$ cat src/rtl/booth_mult_seq.sv
// booth_mult_seq -- sequential signed Booth multiplier (Y = A * B).
//
// The default build uses radix-2 recoding: N iterations, one shift per iteration.
// Define BOOTH_RADIX4_EN to build radix-4 recoding instead: N/2 iterations, two
// shifts per iteration.
//
// Ports
//   clk       : clock; all state updates on its rising edge
//   rst       : asynchronous reset, active low
//   in_valid  : A/B valid (sampled only in IDLE)
//   in_ready  : high in IDLE
//   A, B      : N-bit signed multiplicand / multiplier
//   abort     : synchronous cancel; returns to IDLE and leaves Y untouched
//   out_valid : high in DONE; Y holds a finished product
//   out_ready : consumer accepts Y
//   Y         : 2N-bit signed product; holds the last completed product
//   busy      : high in RUN
//
// state | meaning
// IDLE  | waiting for operands, in_ready=1
// RUN   | one Booth iteration per edge
// DONE  | product on Y, waiting for out_ready

module booth_mult_seq #(
  parameter int N = 8
) (
  input  logic           clk,
  input  logic           rst,
  input  logic           in_valid,
  output logic           in_ready,
  input  logic [N-1:0]   A,
  input  logic [N-1:0]   B,
  input  logic           abort,
  output logic           out_valid,
  input  logic           out_ready,
  output logic [2*N-1:0] Y,
  output logic           busy
);

`ifdef BOOTH_RADIX4_EN
  localparam int ITER = N / 2;
  // Two guard bits so that adding -2M with M = -2^(N-1) cannot overflow.
  localparam int AW   = N + 2;
`else
  localparam int ITER = N;
  localparam int AW   = N + 1;
`endif
  localparam int CW = $clog2(ITER + 1);
  localparam logic [CW-1:0] LAST = CW'(ITER - 1);

  typedef enum logic [1:0] {IDLE, RUN, DONE} state_t;

  state_t         state;
  logic [N-1:0]   m;
  logic [N-1:0]   lq;
  logic [AW-1:0]  acc;
  logic           q_1;
  logic [CW-1:0]  cnt;
  logic [2*N-1:0] y_q;

  logic [AW-1:0]  m_ext;
  logic [AW-1:0]  op;
  logic           sub;
  logic [AW-1:0]  sum;
  logic [AW-1:0]  acc_nxt;
  logic [N-1:0]   lq_nxt;
  logic           q_1_nxt;

  assign m_ext = {{(AW-N){m[N-1]}}, m};

  always_comb begin
    op  = '0;
    sub = 1'b0;
`ifdef BOOTH_RADIX4_EN
    unique case ({lq[1:0], q_1})
      3'b001, 3'b010: op = m_ext;
      3'b011:         op = {m_ext[AW-2:0], 1'b0};
      3'b100: begin
        op  = {m_ext[AW-2:0], 1'b0};
        sub = 1'b1;
      end
      3'b101, 3'b110: begin
        op  = m_ext;
        sub = 1'b1;
      end
      default:        op = '0;
    endcase
    sum     = sub ? (acc - op) : (acc + op);
    acc_nxt = {{2{sum[AW-1]}}, sum[AW-1:2]};
    lq_nxt  = {sum[1:0], lq[N-1:2]};
    q_1_nxt = lq[1];
`else
    unique case ({lq[0], q_1})
      2'b01:   op = m_ext;
      2'b10: begin
        op  = m_ext;
        sub = 1'b1;
      end
      default: op = '0;
    endcase
    sum     = sub ? (acc - op) : (acc + op);
    acc_nxt = {sum[AW-1], sum[AW-1:1]};
    lq_nxt  = {sum[0], lq[N-1:1]};
    q_1_nxt = lq[0];
`endif
  end

  always_ff @(posedge clk or negedge rst) begin
    if (!rst) begin
      state <= IDLE;
      m     <= '0;
      lq    <= '0;
      acc   <= '0;
      q_1   <= 1'b0;
      cnt   <= '0;
      y_q   <= '0;
    end else if (abort) begin
      state <= IDLE;
    end else begin
      unique case (state)
        IDLE: begin
          if (in_valid) begin
            m     <= A;
            lq    <= B;
            acc   <= '0;
            q_1   <= 1'b0;
            cnt   <= '0;
            state <= RUN;
          end
        end
        RUN: begin
          acc <= acc_nxt;
          lq  <= lq_nxt;
          q_1 <= q_1_nxt;
          cnt <= cnt + 1'b1;
          if (cnt == LAST) begin
            // The exact product fits in the low 2N bits of {acc, lq}.
            y_q   <= {acc_nxt[N-1:0], lq_nxt};
            state <= DONE;
          end
        end
        DONE: begin
          if (out_ready) state <= IDLE;
        end
        default: state <= IDLE;
      endcase
    end
  end

  assign in_ready  = (state == IDLE);
  assign out_valid = (state == DONE);
  assign busy      = (state == RUN);
  assign Y         = y_q;

endmodule

$ cat config.mk
export PLATFORM = sky130hd
export DESIGN_NAME = booth_mult_seq
export DESIGN_NICKNAME = d
export VERILOG_FILES = /design/src/rtl/booth_mult_seq.sv
export SDC_FILE = /design/constraint.sdc
export NUM_CORES = 1
export LEC_CHECK = 0
export BUFFER_PORTS_ARGS = -buffer_cell sky130_fd_sc_hd__buf_2
export CORE_MARGIN = 5
export CORE_UTILIZATION = 30
export DETAILED_ROUTE_END_ITERATION = 7
export MAX_ROUTING_LAYER = met4
export PLACE_DENSITY = 0.53
export SLEW_MARGIN = 20
export SYNTH_ARGS = -nofsm -noshare
export SYNTH_HDL_FRONTEND = slang
export SYNTH_SLANG_ARGS = --single-unit
$ cat constraint.sdc
create_clock -name clk -period 9.8 [get_ports clk]
set_clock_uncertainty 0.15 [all_clocks]
set_input_delay 2.45 -clock clk [delete_from_list [all_inputs] [get_ports clk]]
set_output_delay 2.45 -clock clk [all_outputs]
set_load 0.1 [all_outputs]
## Word level (Yosys, flattened, before mapping)

Index checks and enable logic that the tools add are counted.

| cells by class | value |
|---|---|
| add/subtract/negate cells | 3 |
| equal/unequal tests | 9 |
| multiplexer cells | 16 |
| bitwise operators | 1 |
| reduce and logical (&&, ||, !) cells | 7 |

Operator list:

| cell | count |
|---|---|
| $mux W9 | 3 |
| $pmux W9 S2 | 1 |
| $pmux W8 S2 | 1 |
| $reduce_and A3 Y1 | 4 |
| $add A9 B9 Y9 | 1 |
| $ne A3 B2 Y1 const B | 3 |
| $sub A9 B9 Y9 | 1 |
| $mux W2 | 4 |
| $mux W8 | 1 |
| $pmux W4 S2 | 1 |
| $pmux W2 S3 | 1 |
| $add A4 B1 Y4 const B | 1 |
| $eq A2 B1 Y1 const B | 2 |
| $eq A2 B2 Y1 const B | 2 |
| $eq A4 B3 Y1 const B | 1 |
| $mux W4 | 1 |
| $logic_not A2 Y1 | 1 |
| $mux W1 | 2 |
| $ne A2 B2 Y1 const B | 1 |
| $pmux W1 S2 | 1 |
| $reduce_bool A2 Y1 | 1 |
| $reduce_or A2 Y1 | 1 |
| $not A1 Y1 | 1 |

| word-level totals | value |
|---|---|
| register bits after elaboration | 48 |
| input bits | 21 |
| output and inout bits | 19 |
| word-level logic and storage cells | 43 |

## Depth between registers and ports, before layout

Gate-level depths: netlist of the first run.

| depth | value |
|---|---|
| depth after elaboration | 6 |
| gate-level depth with buffers | 15 |
| depth with buffers taken out | 15 |

## Worst setup path after synthesis of the first run

No wires, ideal clock.

| timing path | value |
|---|---|
| path kind | register to output |
| start point | register state[1] |
| end point | output out_valid |
| arrival time | 1.805 ns |
| data required time | 7.200 ns |
| slack | 5.395 ns |
| stages on the path, launching flop included | 2 |
| buffers on the path | 0 |
| cell sequence | dfrtp_1 > nor2b_1 |

| on the way | value |
|---|---|
| longest elaborated chain between the ends | 1 |

Ends and longest elaborated chain:

| what | line | text |
|---|---|---|
| start: declaration | 53 | `state_t state;` |
| start signal: assignment | 110 | `state <= IDLE;` |
| start signal: assignment | 118 | `state <= IDLE;` |
| start signal: assignment | 128 | `state <= RUN;` |
| $eq A2 B2 Y1 | 151 | `assign out_valid = (state == DONE);` |
| end: declaration | 34 | `output logic out_valid,` |

No other way between the ends.

## Worst setup path after layout of the first run

| timing path | value |
|---|---|
| start point | register state[0] |
| end point | output busy |

| on the way | value |
|---|---|
| longest elaborated chain between the ends | 1 |

Ends and longest elaborated chain:

| what | line | text |
|---|---|---|
| $eq A2 B1 Y1 | 152 | `assign busy = (state == RUN);` |
| end: declaration | 37 | `output logic busy` |

No other way between the ends.

==> results.cfg, run 1 <==
[status]
outcome = completed

[pwr]
switching_share = 0.412
share_clk_of_total_power = 0.163
seqPwrFrac = 0.327
power_leakage_nw = 1.47
p_int_mw = 0.459
vdd_drop_max_mv = 0.0930
finalPower_mw = 0.782
p_switching_mw = 0.322
pwr_density_cell_nw_per_um2 = 264
combPwrFrac = 0.510

[placed_design]
routabilityCongestion = 0.764
dp_hpwl_um = 4200
io_buffers = 39

[yosys]
syn_area_um2 = 2560
synth.area.top_cells = dfrtp_1 46%, nand2_1 6.3%, ha_1 5.4%, mux2_2 4.4%, nor2_1 2.6%
async_reset_ff_frac = 1.00
synth.net_count = 291
synth-edff-count = 0
synth_top_cell_by_area = dfrtp_1
ys_ff_latch = 47
yosysSeqAreaShare = 0.459
avgSynthCellArea_um2 = 9.93
synth_common_cells = 47 x dfrtp_1, 43 x nand2_1, 18 x nor2_1, 12 x inv_1, 12 x o21ai_0
yosysUniqueCellTypes = 50
synth_flop_cell = dfrtp_1
synth_top_area_frac = 0.459
ys.warnings.count = 0
syn_inst = 258
synth_most_common_cell = dfrtp_1

[drt]
wire_per_inst_um = 13.9
vias = 1923
routed_wl_um = 5590
first_pass_iters = 4
drcViolationCount = 0
vias_per_cell = 4.78
drtAntennaViolNets = 0
drtIter0Drc = 129

[clock_network]
clock-sinks = 47
cts_buffers = 5
clk_path_buf_depth = 2
htree_levels = 2
clock_latency_ps = 290
clock-root-buffer = clkbuf_8
ctsHoldBuffers = 0
cts_setup_buffers = 0
cts_tree = done
worst_setup_hold_path_clk_slew_ps = 80
cts-resized-gates = 0

[cells_and_area]
utilization = 0.358
final_nets = 329
fillers = 891
area.growth.synth_to_final_pct = 15.5
num_antenna_cells = 0
drive_gt1_frac = 0.229

[setup_path]
path_max_fanout = 7
cp-end-kind = output port
regToRegSetupSlack_ps = 6170
crit_chain = nor2b_1, buf_2
start_kind = flop
r2r_end = Y[15]$_DFFE_PN0P_
slowest_delay_ps = 570
reg2reg_from = lq[0]$_DFFE_PN0P_
required_ps = 7200
slowest_stage = nor2b_1
reg2reg_depth = 12
cp_top_family = simple AND/OR/NAND/NOR gates
path_buf_inv = 1
crit_arrival_ps = 1840
path_class = flop to output port
cp.depth = 2

[global_route]
grt_max_degree = 48
antenna_found_initial = 0
grt_pass1_vias = 1907
grt_overflow = 0
grt_pass1_wl_um = 9420
globalRouteTotalUtil = 0.119

[sta]
hold_violations = 0
worst_pin_slew_ps = 654
rsz0062_at_grt = false
finalSetupViolCount = 0
slew_viol_final = 0
fin_tns_setup_ps = 0
max_slew_margin = 0.563
period_share = 0.454
fmax_mhz = 225
period_needed_ps = 4440

[hold_path]
hold_start = Y[5]$_DFFE_PN0P_
hp-class = flop to flop
min_delay_worst_endpoint = Y[5]$_DFFE_PN0P_
whs_path_depth = 2

[floorplanning]
core_area_um2 = 8260
die_h_um = 102
die_area_um2 = 10500
start_util = 0.310
die_w_um = 102
rows = 33
ios = 40

[flow_run]
maxCapViolations = 0
final cells by class:
class                      count  area, um^2  area share
inverter                      12        45.0      0.0152
sequential                    47        1180       0.397
clock buffer                   8         100      0.0338
timing repair buffer          42         220      0.0744
tap                          105         131      0.0444
multi-input combinational    188        1290       0.435
worst max path at each step:
stage | start | end | slack (ps)
after CTS | state[0]$_DFFE_PN0P_ | busy | 5320
final | state[0]$_DFFE_PN0P_ | busy | 5360
after floorplan | state[1]$_DFFE_PN0P_ | out_valid | 5390
after global placement | abort | Y[13]$_DFFE_PN0P_ | 5660
after global routing | state[0]$_DFFE_PN0P_ | busy | 5240
after detailed placement | abort | Y[13]$_DFFE_PN0P_ | 5620
per-layer routing:
metal,routed length (um),vias to the layer above,share of wire,track usage
met3,259,7,0.046,0.0212
met5,0,-,0,-
li1,-,983,-,-
met1,2720,898,0.49,0.159
met4,95,0,0.017,0.0414
met2,2510,35,0.45,0.181
worst reg2reg max path: cells and delay by family, from the launching register on:
kind | cells | cell delay [ps]
AND/OR/NAND/NOR | 4 | 650
multiplexers | 1 | 270
flip-flops | 1 | 400
AO/OA/AOI/OAI | 2 | 460
XOR/XNOR | 2 | 520
adder cells (fa/ha/maj) | 3 | 1060
state kept, by name, indices dropped and copies added, names as in the netlist:
| register | count |
|---|---|
| cnt | 4 |
| Y | 16 |
| lq | 8 |
| state | 2 |
| q_1 | 1 |
| acc | 8 |
| m | 8 |
placed cells by master (no fill, tap or decap), drive strengths merged, types with 2 or more instances in the layout:
cell / synthesis / layout
nand2b: 3 / 3
buf: 5 / 42
or3: 3 / 3
inv: 12 / 12
mux2: 11 / 11
a21oi: 5 / 5
a211oi: 2 / 2
and2: 3 / 3
or2: 3 / 3
o21bai: 2 / 2
clkbuf: 6 / 8
nor2b: 9 / 9
nand2: 43 / 43
xnor2: 5 / 5
a22o: 5 / 5
o21ai: 14 / 14
dfrtp: 47 / 47
mux2i: 5 / 5
a21o: 6 / 6
nor3: 3 / 3
o21a: 5 / 5
ha: 11 / 11
o31ai: 4 / 4
o211ai: 5 / 5
a222oi: 3 / 3
nor2: 19 / 19
kinds of logic after synthesis:
| family | count (synthesis) | share of synthesized area |
|---|---|---|
| and+or+nand+nor | 94 | 0.174 |
| AOI/OAI and AO/OA | 60 | 0.171 |
| DFF | 47 | 0.459 |
| buffers and inverters | 23 | 0.0386 |
| muxes | 16 | 0.0694 |
| adders and majority gates | 12 | 0.0616 |
| xor gates and xnor gates | 6 | 0.0259 |
metrics by stage:
stage,cells,area [um^2],hold WS (ps),worst slack (ps)
2_1_floorplan,258,2560,300,5390
3_3_place_gp,394,2860,311,5660
3_5_place_dp,394,2860,316,5620
4_1_cts,402,2960,336,5320
5_1_grt,402,2960,361,5240
6_report,402,2960,329,5360
power by group through the flow:
stage               combinational [mW]  sequential (mW)  clock, mW
CTS                              0.401            0.256      0.133
global placement                 0.400            0.260          0
detailed placement               0.400            0.260          0
floorplan                        0.307            0.274          0
global route                     0.441            0.261      0.142
finish                           0.399            0.255      0.128
Power figures use the tool's default switching activity.
==> run 2: changes to the inputs <==
--- a/config.mk
+++ b/config.mk
@@ -5,6 +5,7 @@
 export SDC_FILE = /design/constraint.sdc
 export NUM_CORES = 1
 export LEC_CHECK = 0
+export ABC_AREA = 1
 export BUFFER_PORTS_ARGS = -buffer_cell sky130_fd_sc_hd__buf_2
 export CORE_MARGIN = 5
 export CORE_UTILIZATION = 30
==> constraint.sdc (replaced) <==
create_clock -name clk -period 4.6 [get_ports clk]
set_clock_uncertainty 0.15 [all_clocks]
set_input_delay 1.15 -clock clk [delete_from_list [all_inputs] [get_ports clk]]
set_output_delay 1.15 -clock clk [all_outputs]
set_load 0.1 [all_outputs]
==> run 2 against run 1 <==
Net effect: cell count rose by 11%; critical path depth rose by 11; sequential power rose by 140%; routed wire length fell by 3.8%; count of clock-buffer cells in the layout fell by 3; synthesized area fell by 1.4%; critical path type is now flop to flop.
==> results.cfg, run 2 <==
[global_route]
grt_max_degree = 48
antenna_found_initial = 0
grt_pass1_wl_um = 9850
grt_pass1_vias = 2137
globalRouteTotalUtil = 0.122
grt_overflow = 0

[floorplanning]
die_h_um = 102
start_util = 0.307
ios = 40
die_area_um2 = 10400
die_w_um = 102
rows = 33
core_area_um2 = 8220

[yosys]
syn_inst = 301
synth.net_count = 334
avgSynthCellArea_um2 = 8.39
synth.area.top_cells = dfrtp_1 47%, nand2_1 14%, inv_1 5.6%, ha_1 5.5%, o21ai_0 4.8%
synth_top_cell_by_area = dfrtp_1
ys_ff_latch = 47
syn_area_um2 = 2520
synth_top_area_frac = 0.466
async_reset_ff_frac = 1.00
synth_most_common_cell = nand2_1
synth-edff-count = 0
yosysSeqAreaShare = 0.466
synth_flop_cell = dfrtp_1
yosysUniqueCellTypes = 33
ys.warnings.count = 0
synth_common_cells = 93 x nand2_1, 47 x dfrtp_1, 38 x inv_1, 24 x o21ai_0, 17 x nand3_1

[setup_path]
slowest_stage = fa_1
crit_top_cell = nand2_1
cp-end-kind = flop
path_max_fanout = 3
slowest_delay_ps = 450
crit_arrival_ps = 3080
path_class = flop to flop
start_kind = flop
required_ps = 4650
crit_chain = ha_1, nor2_1, inv_1, ha_1, nand2_1, o21ai_0, fa_1, o21ai_0, nand2_1, o21bai_1, nand2_1, nand3_1, nand2_1

[clock_network]
cts_setup_buffers = 0
clock_latency_ps = 300
clock-sinks = 47
htree_levels = 2
cts-resized-gates = 0
cts_buffers = 5
clock-root-buffer = clkbuf_8
ctsHoldBuffers = 0
worst_setup_hold_path_clk_slew_ps = 90
cts_tree = done
clk_path_buf_depth = 2

[cells_and_area]
num_antenna_cells = 0
utilization = 0.353
area.growth.synth_to_final_pct = 14.8
layout_commonest_cell = nand2_1
layout_common_cells = 93 x nand2_1, 47 x dfrtp_1, 38 x inv_1, 38 x buf_2, 24 x o21ai_0
fillers = 889
design_area_um2 = 2900
largest_reg_flops = 16
drive_gt1_frac = 0.181
final_nets = 374

[status]
outcome = completed

[flow_run]
maxCapViolations = 0

[drt]
first_pass_iters = 4
routed_wl_um = 5380
drcViolationCount = 0
vias = 2011
drtAntennaViolNets = 0
vias_per_cell = 4.50
wire_per_inst_um = 12.0
drtIter0Drc = 51

[sta]
max_slew_margin = 0.601
fin_tns_setup_ps = 0
worst_pin_slew_ps = 599
slew_viol_final = 0
period_needed_ps = 3030
fmax_mhz = 330
rsz0062_at_grt = false
timing.hold.ws_ps = 333
finalSetupViolCount = 0
period_share = 0.658
hold_violations = 0

[pwr]
power_leakage_nw = 1.52
vdd_drop_max_mv = 0.181
pwr_density_cell_nw_per_um2 = 736

[placed_design]
placed_area_um2 = 2800
routabilityCongestion = 0.831
dp_hpwl_um = 4000
io_buffers = 39

[hold_path]
hp-class = flop to flop
-- run 2: cell types whose count changed after synthesis, sizes merged, moves of 7 or more --
cell,delta
mux2,-11
nor2,-9
nand2,+51
inv,+31
nand3,+17
nor2b,-9
a21oi,+7
o21ai,+15
-- run 2: worst paths after layout --
kind / startpoint / to / slack [ps] / depth (start not counted)
max in group asynchronous: rst / Y[14]$_DFFE_PN0P_ / 3200 / 1
hold / removal: Y[14]$_DFFE_PN0P_ / Y[14]$_DFFE_PN0P_ / 330 / 2
min in group asynchronous: rst / Y[0]$_DFFE_PN0P_ / 690 / 1
setup / recovery: lq[0]$_DFFE_PN0P_ / Y[13]$_DFFE_PN0P_ / 1570 / 13
setup reg to reg: lq[0]$_DFFE_PN0P_ / Y[13]$_DFFE_PN0P_ / 1570 / 13
hold reg to reg: Y[14]$_DFFE_PN0P_ / Y[14]$_DFFE_PN0P_ / 330 / 2
-- run 2: routing by layer --
layer | GRT usage | vias up | wire [um]
li1 | - | 1057 | -
met1 | 0.159 | 918 | 2660
met2 | 0.194 | 27 | 2490
met3 | 0.0227 | 9 | 162
met4 | 0.0358 | 0 | 65
met5 | - | - | 0
-- run 2: layout make-up --
cell class	instances	area (um^2)	share of cell area
flip-flops and latches	47	1180	0.406
clock buffers	5	68.8	0.0237
repair buffers	39	198	0.0682
multi-input cells	205	1130	0.392
clock inverters	3	22.5	0.00777
inverters	43	166	0.0574
well taps	105	131	0.0453
-- run 2: worst max-delay path, delay by kind of cell, from the launching register on --
kind | cells | cell delay (ps)
adder cells (fa/ha/maj) | 3 | 1070
buffers and inverters | 1 | 100
AO/OA/AOI/OAI | 3 | 660
AND/OR/NAND/NOR | 6 | 570
flip-flops | 1 | 390
-- run 2: metrics by stage --
stage / total power [mW] / setup slack (ps) / instances
2_1_floorplan: 1.65 / 1520 / 301
3_3_place_gp: 1.88 / 1600 / 439
3_5_place_dp: 1.88 / 1550 / 439
4_1_cts: 2.16 / 1540 / 447
5_1_grt: 2.34 / 1160 / 447
6_report: 2.13 / 1570 / 447
-- run 2: report_power, final --
group	switching, mW	total (mW)	leakage [nW]	internal (mW)
logic	0.904	1.27	0.865	0.362
registers	0.0670	0.601	0.612	0.534
clock network	0.155	0.264	0.0485	0.109
-- run 2: logic make-up (layout without fill, tap and decap cells) --
family,Yosys count,count (layout),synth area share
and+or+nand+nor,129,129,0.226
DFF,47,47,0.466
adders and majority gates,12,12,0.0624
AOI/OAI and AO/OA,55,55,0.129
xor gates and xnor gates,9,9,0.0312
buffers and inverters,49,90,0.0847
